$ cat config.mk
export PLATFORM = sky130hd
export DESIGN_NAME = audio_fetch_pwm
export DESIGN_NICKNAME = d
export VERILOG_FILES = /design/src/rtl/audio_pkg.sv /design/src/rtl/pwm_dac.sv /design/src/rtl/audio_fetch_pwm.sv
export SDC_FILE = /design/constraint.sdc
export NUM_CORES = 1
export LEC_CHECK = 0
export ABC_CLOCK_PERIOD_IN_PS = 2400
export CORE_MARGIN = 2
export CORE_UTILIZATION = 30
export DETAILED_ROUTE_END_ITERATION = 8
export GPL_ROUTABILITY_DRIVEN = 0
export HOLD_SLACK_MARGIN = 0.12
export PLACE_DENSITY = 0.54
export SLEW_MARGIN = 10
export SYNTH_ARGS = -nofsm -noshare
export SYNTH_HDL_FRONTEND = slang
export SYNTH_SLANG_ARGS = --single-unit
$ cat constraint.sdc
create_clock -name clk -period 2.4 [get_ports clk]
set_input_delay 0.24 -clock clk [delete_from_list [all_inputs] [get_ports clk]]
set_output_delay 0.24 -clock clk [all_outputs]
set_load 0.02 [all_outputs]
$ cat src/rtl/audio_pkg.sv
// Shared definitions for the audio fetch/PWM block.
// Holds the default clock and sample rates, the address and song widths,
// the derived divider ratio, and the fetch FSM state encoding.
package audio_pkg;
  localparam int CLK_HZ    = 50_000_000;
  localparam int SAMPLE_HZ = 3000;
  localparam int ADDR_W    = 22;
  localparam int SONG_W    = 2;
  localparam int DIV       = CLK_HZ / SAMPLE_HZ;

  // Fetch FSM encoding. Kept as plain constants so older code that compares
  // raw state bits keeps working.
  localparam logic [1:0] ST_IDLE   = 2'd0;
  localparam logic [1:0] ST_SETTLE = 2'd1;
  localparam logic [1:0] ST_REQ    = 2'd2;
endpackage

$ cat src/rtl/pwm_dac.sv
// 8-bit PWM DAC with a glitch-free double buffer.
// Ports:
//   clk, reset : clock, asynchronous active-high reset
//   en         : 1 = output enabled, 0 = output forced low
//   sample     : pending sample, taken into the active register at counter wrap
//   pwm_out    : registered PWM output, high while pwm_cnt < active
module pwm_dac (
  input  logic       clk,
  input  logic       reset,
  input  logic       en,
  input  logic [7:0] sample,
  output logic       pwm_out
);
  logic [7:0] pwm_cnt;
  logic [7:0] active;

  // The active sample only changes at the 255->0 wrap so a period is never
  // split between two duty values. Sample 255 gives 255/256 high; a full
  // 256/256 duty is not representable.
  always_ff @(posedge clk or posedge reset) begin
    if (reset) begin
      pwm_cnt <= 8'd0;
      active  <= 8'd0;
      pwm_out <= 1'b0;
    end else begin
      pwm_cnt <= pwm_cnt + 8'd1;
      if (pwm_cnt == 8'hFF) active <= sample;
      pwm_out <= en && (pwm_cnt < active);
    end
  end
endmodule

$ cat src/rtl/audio_fetch_pwm.sv
// Audio sample fetcher driving an 8-bit PWM output.
// A divider produces one sample_tick per sample period while playing. Each
// tick starts a fetch: one settle cycle for the upstream address, then a
// req/ack read of {musica, endereco}. The fetched byte feeds the PWM DAC.
// Ports:
//   clk, reset   : clock, asynchronous active-high reset
//   play         : 1 = playing, 0 = paused (divider holds, output muted)
//   endereco     : in-song address from the address state machine
//   prox_musica  : end-of-song pulse, advances musica
//   sample_tick  : one-cycle advance pulse to the address state machine
//   mem_req/addr : read request and address, held until mem_ack
//   mem_ack/data : read completion with data valid in the same cycle
//   musica       : current song index
//   pwm_out      : PWM audio output
//   overrun      : sticky, set when a tick arrives while a fetch is busy
module audio_fetch_pwm
  import audio_pkg::*;
#(
  parameter int CLK_HZ    = audio_pkg::CLK_HZ,
  parameter int SAMPLE_HZ = audio_pkg::SAMPLE_HZ,
  parameter int ADDR_W    = audio_pkg::ADDR_W,
  parameter int SONG_W    = audio_pkg::SONG_W
) (
  input  logic                     clk,
  input  logic                     reset,
  input  logic                     play,
  input  logic [ADDR_W-1:0]        endereco,
  input  logic                     prox_musica,
  output logic                     sample_tick,
  output logic                     mem_req,
  output logic [SONG_W+ADDR_W-1:0] mem_addr,
  input  logic                     mem_ack,
  input  logic [7:0]               mem_data,
  output logic [SONG_W-1:0]        musica,
  output logic                     pwm_out,
  output logic                     overrun
);
  localparam int DIV_R = CLK_HZ / SAMPLE_HZ;
  localparam int DIV_W = (DIV_R > 1) ? $clog2(DIV_R) : 1;
  localparam logic [DIV_W-1:0] DIV_LAST = DIV_W'(DIV_R - 1);

  logic [DIV_W-1:0] div_cnt;
  logic [1:0]       state;
  logic [7:0]       pending;

  // Sample-rate divider. Holding (not clearing) on pause means a resumed
  // song keeps its sample phase.
  always_ff @(posedge clk or posedge reset) begin
    if (reset) begin
      div_cnt     <= '0;
      sample_tick <= 1'b0;
    end else begin
      sample_tick <= 1'b0;
      if (play) begin
        if (div_cnt == DIV_LAST) begin
          div_cnt     <= '0;
          sample_tick <= 1'b1;
        end else begin
          div_cnt <= div_cnt + 1'b1;
        end
      end
    end
  end

  // Fetch FSM. A tick that lands while a fetch is in flight is dropped and
  // flagged rather than queued: a late sample is worse than a skipped one.
  always_ff @(posedge clk or posedge reset) begin
    if (reset) begin
      state    <= ST_IDLE;
      mem_req  <= 1'b0;
      mem_addr <= '0;
      pending  <= 8'd0;
      overrun  <= 1'b0;
    end else begin
      if (sample_tick && state != ST_IDLE) overrun <= 1'b1;
      case (state)
        ST_IDLE: begin
          if (sample_tick && play) state <= ST_SETTLE;
        end
        ST_SETTLE: begin
          // endereco has had a cycle to follow the tick; musica here is the
          // pre-increment value if prox_musica fires this same cycle.
          state    <= ST_REQ;
          mem_req  <= 1'b1;
          mem_addr <= {musica, endereco};
        end
        ST_REQ: begin
          // The handshake finishes even if play drops meanwhile.
          if (mem_ack) begin
            pending <= mem_data;
            mem_req <= 1'b0;
            state   <= ST_IDLE;
          end
        end
        default: state <= ST_IDLE;
      endcase
    end
  end

  always_ff @(posedge clk or posedge reset) begin
    if (reset)            musica <= '0;
    else if (prox_musica) musica <= musica + 1'b1;
  end

  pwm_dac u_pwm_dac (
    .clk     (clk),
    .reset   (reset),
    .en      (play),
    .sample  (pending),
    .pwm_out (pwm_out)
  );
endmodule

Word-level counts from Yosys, hierarchy flattened. Index checks and enable logic that the tools add are counted. Widths: inputs -> output; s select.

Bitwise logic cells: 0. Multiply operators: 0. Mux-type cells: 8. Div/mod/pow operators: 0. Shifts and indexed selects: 0. Equal/unequal tests: 6. Order comparisons: 1. $add $sub $neg: 3. Reductions and logical operators: 9.

Operators by type and width (number): $add 15x1->15 const B (1); $eq 15x15->1 const B (1); $mux 15 (1); $add 8x1->8 const B (1); $eq 8x8->1 const B (1); $lt 8x8->1 (1); $pmux 2 s3 (1); $reduce_and 2->1 (3); $mux 2 (2); $ne 2x2->1 const B (2); $reduce_bool 2->1 (2); $logic_and 1x1->1 (3); $mux 1 (3); $add 2x1->2 const B (1); $eq 2x1->1 const B (1); $eq 2x2->1 const B (1); $logic_not 2->1 (1); $pmux 1 s2 (1).

Bits in latches: 0. RAM bits: 0. Logic and storage cells: 38. Output and inout bits: 30. Flip-flop bits (word level): 71. ROM bits: 0. Memories kept: 0.

Logic depth before layout (Yosys ltp). Gate-level depths: netlist of run 1.

Word-level depth: 3. Depth in mapped cells: 6.

By module. From an unflattened synthesis of run 1, not the netlist that was laid out.

Cells, all modules: 228. Area total of the unflattened synthesis: 3016.6 um2.

By module, submodules not included: audio_fetch_pwm (instances 1, area each 2188.3 um2, cells an instance 161, seq. area each 1351.3 um2); pwm_dac (instances 1, area each 828.3 um2, cells an instance 67, seq. area each 425.4 um2).

Worst setup path after synthesis of run 1. OpenSTA, ideal clock, no wires.

Kind: register to register. From: reg u_pwm_dac.pwm_cnt[0]. To: reg u_pwm_dac.active[0]. Data arrival time: 1.414 ns. Stages on the path, launching flop included: 7. Buffers on the path: 1. Setup slack: 0.861 ns. Clock period less this slack: 1.539 ns. Data required time: 2.275 ns. Library setup time: 0.125 ns. Cell sequence: dfrtp_1 > ha_1 > nand3_1 > nor2_1 > and3_1 > buf_6 > mux2_2.

Longest elaborated chain between the ends: 1.

Ends and longest elaborated chain: from (decl) (line pwm_dac.sv:14) `logic [7:0] pwm_cnt;`; from (signal assigned) (line pwm_dac.sv:26) `pwm_cnt <= pwm_cnt + 8'd1;`; $eq 8x8->1 (line pwm_dac.sv:27) `if (pwm_cnt == 8'hFF) active <= sample;`; to (signal assigned) (line pwm_dac.sv:27); to (decl) (line pwm_dac.sv:15) `logic [7:0] active;`.

Every way passes these cells. A chain may end at the register's enable or synchronous reset.

Worst setup path after layout of run 1.
From: reg u_pwm_dac.pwm_cnt[0]. To: reg u_pwm_dac.active[1].

Same word-level chain as after synthesis.

==> flow_summary.ini, run 1 <==
[floorplanning]
ios = 65
die_area_um2 = 11000
rows = 36
initial_utilization = 0.311
floorplan.die.width_um = 105
core_area_um2 = 9820
dieHeight_um = 105

[timing]
slew_headroom = 0.604
rsz0062_at_grt = false
period_share = 0.744
min_period_ns = 1.79
fmax_mhz = 560
fin_setup_tns_ns = 0
setup_violations = 0
report.final.slew_viol_count = 0
final.setup_skew_ns = 0.0139
hold_viol = 0
worst_slew_pin_slew_ns = 0.593

[clock_network]
clk_latency_ns = 0.34
clockBufferDepth = 2
cts.sinks = 71
cts_hold_buf = 0
ctsResizeCount = 0
cts_buffers = 9
htree_levels = 3
cts_tree = done
path_clk_slew_ns = 0.08
postCtsSetupRepairBufs = 0
clock-root-buffer = clkbuf_8

[logic_synthesis]
synth_adder_area_share = 0.0410
ys.flop_type = dfrtp_1
synth_edf_count = 0
synth-simple-area-share = 0.115
syn-num-nets = 269
synth-compound-area-share = 0.0332
synthCells = 224
syn_avg_cell_area_um2 = 13.6
seq_area_frac_synth = 0.582
yosys_warnings = 0
ys_ff_latch = 71
synthDistinctLibCells = 42
synth_area_leader_cell = dfrtp_1
synthArstFlopShare = 1.00
synth.area.top_cells = dfrtp_1 58%, mux2_2 15%, ha_1 4.1%
syn_area_um2 = 3050
synth_mux_area_frac = 0.151
synth_top_area_frac = 0.582
synth_top_family_by_area = multiplexers
synth_xor_area_frac = 0.0517

[pwr]
powerDensity_nw_per_um2 = 602
seq_power_share = 0.546
combinationalPowerShare = 0.114
switching_share = 0.268
power_leakage_uw = 0.00187
p_int_uw = 1780
ir_drop_mv = 0.224
pwr-share-clk = 0.341
p_sw_uw = 651

[flow_run]
maxCapViolations = 0

[worst_hold_path]
hp-class = in2async

[critical_path]
crit_arrival_ns = 2.00
start_kind = flop
crit_path_max_fanout = 8
cp_slowest_cell = and3_1
critPathMaxStageDelay_ns = 0.42
cp_top_family = simple AND/OR/NAND/NOR gates
critical_path_buf_inv_count = 0
crit_type = reg2reg
crit_path_end_kind = flop
crit_chain = ha_1 > nand3_1 > nor2_1 > and3_1 > mux2_2
cp_data_required_time_ns = 2.62

[grt]
grt_pass1_vias = 1995
overflow = 0
grt_pass1_wl_um = 10000
grt_max_degree = 41
grtUsageTotal = 0.116
grt_antenna_before_repair = 0

[layout]
diodes = 0
postLayoutCoreUtil = 0.411
drive_gt1_frac = 0.231
final_nets = 343
syn_to_final_growth_pct = 32.1

[placed_design]
dp_hpwl_um = 4160
port_buffers = 64

[drt]
vias = 1901
routed_via_density = 4.36
wirelength_um = 5890
drtPass1Iterations = 4
drt_iter0_markers = 23
wire_per_inst_um = 13.5
remaining_drc_errors = 0
postRouteAntennaNets = 0

[status]
status = finished clean
-- stage by stage --
stage / cell area, um2 / hold slack [ns] / cells / setup slack [ns] / power (uW)
finish: 4030 / 0.294 / 436 / 0.614 / 2430
global route: 4030 / 0.350 / 436 / 0.475 / 2560
CTS: 4030 / 0.301 / 436 / 0.566 / 2470
detailed placement: 3860 / 0.459 / 420 / 0.569 / 1630
global placement: 3860 / 0.448 / 420 / 0.631 / 1630
floorplan: 3050 / 0.327 / 224 / 0.363 / 1490
-- per-layer routing --
| layer | share of wire | up-vias | GRT usage |
|---|---|---|---|
| met5 | 0 | - | 0 |
| met4 | 0.015 | 0 | 0.0486 |
| met3 | 0.043 | 9 | 0.0293 |
| met2 | 0.46 | 39 | 0.177 |
| met1 | 0.48 | 922 | 0.155 |
| li1 | - | 931 | - |
-- worst paths after layout --
| check | slack, ns | end | cells after the start | from |
|---|---|---|---|---|
| worst max-delay path | 0.61 | u_pwm_dac.active[1]$_DFFE_PP0N_ | 5 | u_pwm_dac.pwm_cnt[0]$_DFF_PP0_ |
| max in group asynchronous | 1.48 | pending[4]$_DFFE_PP0P_ | 3 | reset |
| worst max register to register | 0.61 | u_pwm_dac.active[1]$_DFFE_PP0N_ | 5 | u_pwm_dac.pwm_cnt[0]$_DFF_PP0_ |
| min in group clk | 0.47 | overrun$_DFFE_PP0P_ | 1 | overrun$_DFFE_PP0P_ |
| worst min-delay path | 0.29 | mem_addr[17]$_DFFE_PP0P_ | 2 | reset |
| worst min register to register | 0.47 | overrun$_DFFE_PP0P_ | 1 | overrun$_DFFE_PP0P_ |
-- cell type report --
cell class                 instances  area (um2)
clock inverter                     5        35.0
inverter                          11        41.3
tap                              133         166
multi-input combinational        137        1200
timing repair buffer              68         683
clock buffer                      11         131
fill                             995        5790
sequential                        71        1780
-- state kept, by name (all words and copies together), names as in the netlist, 2 cells and up --
| register | flops |
|---|---|
| u_pwm_dac.pwm_cnt | 8 |
| musica | 2 |
| pending | 8 |
| div_cnt | 15 |
| mem_addr | 24 |
| u_pwm_dac.active | 8 |
| state | 2 |
-- cell usage in the layout, fill, tap and decap left out, drive strengths merged, types with 2 or more instances in the layout --
cell	n
nor3b	2
nor4	2
nor3	7
clkinv	4
clkdlybuf4s50	64
mux2	40
and3	2
nand2	9
buf	4
nand4	3
ha	10
nand2b	5
nand3	8
o22ai	2
nor2	7
a21o	4
clkbuf	11
o21ai	2
inv	11
a21oi	2
and2	2
xnor2	10
xor2	8
dfrtp	71
nor2b	2
-- cell usage after synthesis (2+ instances only) --
master	count
dfrtp_1	71
nand4_1	2
o22ai_1	2
inv_1	11
ha_1	10
a21o_1	4
nor2b_1	2
buf_4	3
nor3b_1	2
xor2_1	8
xnor2_1	10
nand3_1	7
nand2b_1	5
nor2_1	6
nand2_1	9
a21oi_1	2
mux2_2	40
nor3_1	6
-- power by group through the flow --
| stage | logic (uW) | registers (uW) | clock network (uW) |
|---|---|---|---|
| floorplan | 134 | 1350 | 0 |
| global placement | 280 | 1350 | 0 |
| global route | 307 | 1340 | 914 |
| detailed placement | 282 | 1350 | 0 |
| CTS | 282 | 1330 | 864 |
| finish | 276 | 1320 | 827 |
-- logic make-up after synthesis --
kind of cell / count (synthesis)
and+or+nand+nor: 54
AOI/OAI and AO/OA: 14
buffers and inverters: 16
DFF: 71
adders and majority gates: 10
muxes: 41
xor gates and xnor gates: 18
No activity file was read; power rests on OpenSTA's default activity.
==> inputs of run 2 (changes only) <==
--- a/config.mk
+++ b/config.mk
@@ -5,7 +5,7 @@
 export SDC_FILE = /design/constraint.sdc
 export NUM_CORES = 1
 export LEC_CHECK = 0
-export ABC_CLOCK_PERIOD_IN_PS = 2400
+export ABC_CLOCK_PERIOD_IN_PS = 1830
 export CORE_MARGIN = 2
 export CORE_UTILIZATION = 30
 export DETAILED_ROUTE_END_ITERATION = 8
==> constraint.sdc (replaced) <==
create_clock -name clk -period 1.83 [get_ports clk]
set_input_delay 0.183 -clock clk [delete_from_list [all_inputs] [get_ports clk]]
set_output_delay 0.183 -clock clk [all_outputs]
set_load 0.02 [all_outputs]
==> run 2 against run 1 <==
Register-to-register slack worse by 0.49 ns; critical path depth is 1 higher; global-route usage is 0.088 points higher; setup slack worse by 0.49 ns; critical endpoint is now u_pwm_dac.active[6]$_DFFE_PP0N_; worst hold slack worse by 0.041 ns; sequential power is 32% higher; critical path type unchanged; largest cell class unchanged; sequential share of layout area is 0.96 points lower; via count is 0.74% higher.
==> flow_summary.ini, run 2 (synthesis results as in run 1) <==
[status]
status = finished clean

[critical_path]
path_depth = 6
crit_chain = ha_1 > nand3_1 > nor2_1 > and3_1 > buf_4 > mux2_2
cp_slowest_cell = dfrtp_1
crit_path_end_kind = flop
start_kind = flop
crit_arrival_ns = 1.93
reg2regPathDepth = 6
cp_data_required_time_ns = 2.05
critPathMaxStageDelay_ns = 0.39
critical_path_buf_inv_count = 1
crit_type = reg2reg
cp_top_family = simple AND/OR/NAND/NOR gates
crit_path_max_fanout = 8

[drt]
routed_via_density = 4.36
wirelength_um = 5910
postRouteAntennaNets = 0
top_layer = met4
route.met3.wl_um = 326
wl_met2_um = 2750
drt_iter0_markers = 29
drtPass1Iterations = 3
remaining_drc_errors = 0
vias = 1915
met1Wirelength_um = 2790
wire_per_inst_um = 13.5

[floorplanning]
initial_utilization = 0.311
floorplan.die.width_um = 105
rows = 36
core_area_um2 = 9820
ios = 65
dieHeight_um = 105
die_area_um2 = 11000

[pwr]
ir_drop_mv = 0.356
powerDensity_nw_per_um2 = 815
power_leakage_uw = 0.00191

[clock_network]
postCtsSetupRepairBufs = 0
cts_buffers = 9
clk_latency_ns = 0.33
cts_hold_buf = 0
htree_levels = 3
cts.sinks = 71
cts_tree = done
ctsResizeCount = 0
path_clk_slew_ns = 0.07
clockBufferDepth = 2
clock-root-buffer = clkbuf_8

[layout]
syn_to_final_growth_pct = 35.1
fillers = 983
diodes = 0
drive_gt1_frac = 0.242
top_regs = mem_addr x24, div_cnt x15
layout_commonest_cell = dfrtp_1
largest_reg_flops = 24
final_nets = 347
layout_common_cells = 71 x dfrtp_1, 64 x clkdlybuf4s50_1, 40 x mux2_2
max_flop_register = mem_addr

[grt]
grt_max_degree = 21
grtUsageTotal = 0.116
overflow = 0
grt_antenna_before_repair = 0
grt_pass1_wl_um = 10100
grt_pass1_vias = 2042

[timing]
min_period_ns = 1.71
fmax_mhz = 586
report.final.slew_viol_count = 0
final.setup_skew_ns = 0.00575
period_share = 0.933
worst_slew_pin_slew_ns = 0.518
whs_ns = 0.252
rsz0062_at_grt = false
slew_headroom = 0.654
setup_violations = 0
hold_viol = 0
fin_setup_tns_ns = 0

[placed_design]
dp_hpwl_um = 4290
port_buffers = 64

[flow_run]
maxCapViolations = 0

[worst_hold_path]
hp-class = in2async
==> run 2: cell count changes in the layout (fill, tap and decap cells not counted), sizes merged <==
cell      change
clkinvlp      +1
inv           -1
clkbuf        +1
bufinv        +1
buf           +4
clkinv        -3
==> run 2: report_power, final <==
group	internal (uW)	switching (uW)	leakage, uW
clock network	695	557	0.0000985
logic	206	163	0.000850
registers	1640	98.2	0.000959
total	2540	818	0.00191
==> run 2: final timing paths <==
kind                                                start                               to  slack, ns
max                        u_pwm_dac.pwm_cnt[0]$_DFF_PP0_  u_pwm_dac.active[6]$_DFFE_PP0N_       0.12
min                                                 reset           pending[4]$_DFFE_PP0P_       0.25
max reg2reg                u_pwm_dac.pwm_cnt[0]$_DFF_PP0_  u_pwm_dac.active[6]$_DFFE_PP0N_       0.12
min reg2reg                u_pwm_dac.pwm_cnt[0]$_DFF_PP0_   u_pwm_dac.pwm_cnt[0]$_DFF_PP0_       0.47
max in group asynchronous                           reset         mem_addr[20]$_DFFE_PP0P_       1.13
min in group clk                              prox_musica            musica[0]$_DFFE_PP0P_       0.44
==> run 2: layout make-up <==
class	instances	area [um2]	share of cell area
Timing Repair Buffer	72	738	0.179
Multi-Input combinational cell	137	1200	0.291
Clock inverter	3	42.5	0.0103
Clock buffer	12	155	0.0376
Sequential cell	71	1780	0.431
Inverter	11	45.0	0.0109
Tap cell	133	166	0.0404
==> run 2: routing by layer <==
| metal | vias to the layer above | global-route usage |
|---|---|---|
| met3 | 6 | 0.0505 |
| met4 | 0 | 0.0400 |
| met5 | - | 0 |
| li1 | 933 | - |
| met2 | 42 | 0.179 |
| met1 | 934 | 0.147 |
==> run 2: metrics by stage <==
stage / total power [uW] / cells / worst slack (ns) / area [um2] / utilization
3_5_place_dp: 2140 / 424 / 0.123 / 3920 / 0.400
4_1_cts: 3410 / 439 / 0.111 / 4120 / 0.420
3_3_place_gp: 2140 / 424 / 0.180 / 3920 / 0.400
6_report: 3360 / 439 / 0.123 / 4120 / 0.420
5_1_grt: 3530 / 439 / 0.0168 / 4120 / 0.420
2_1_floorplan: 1950 / 224 / 0.291 / 3060 / -
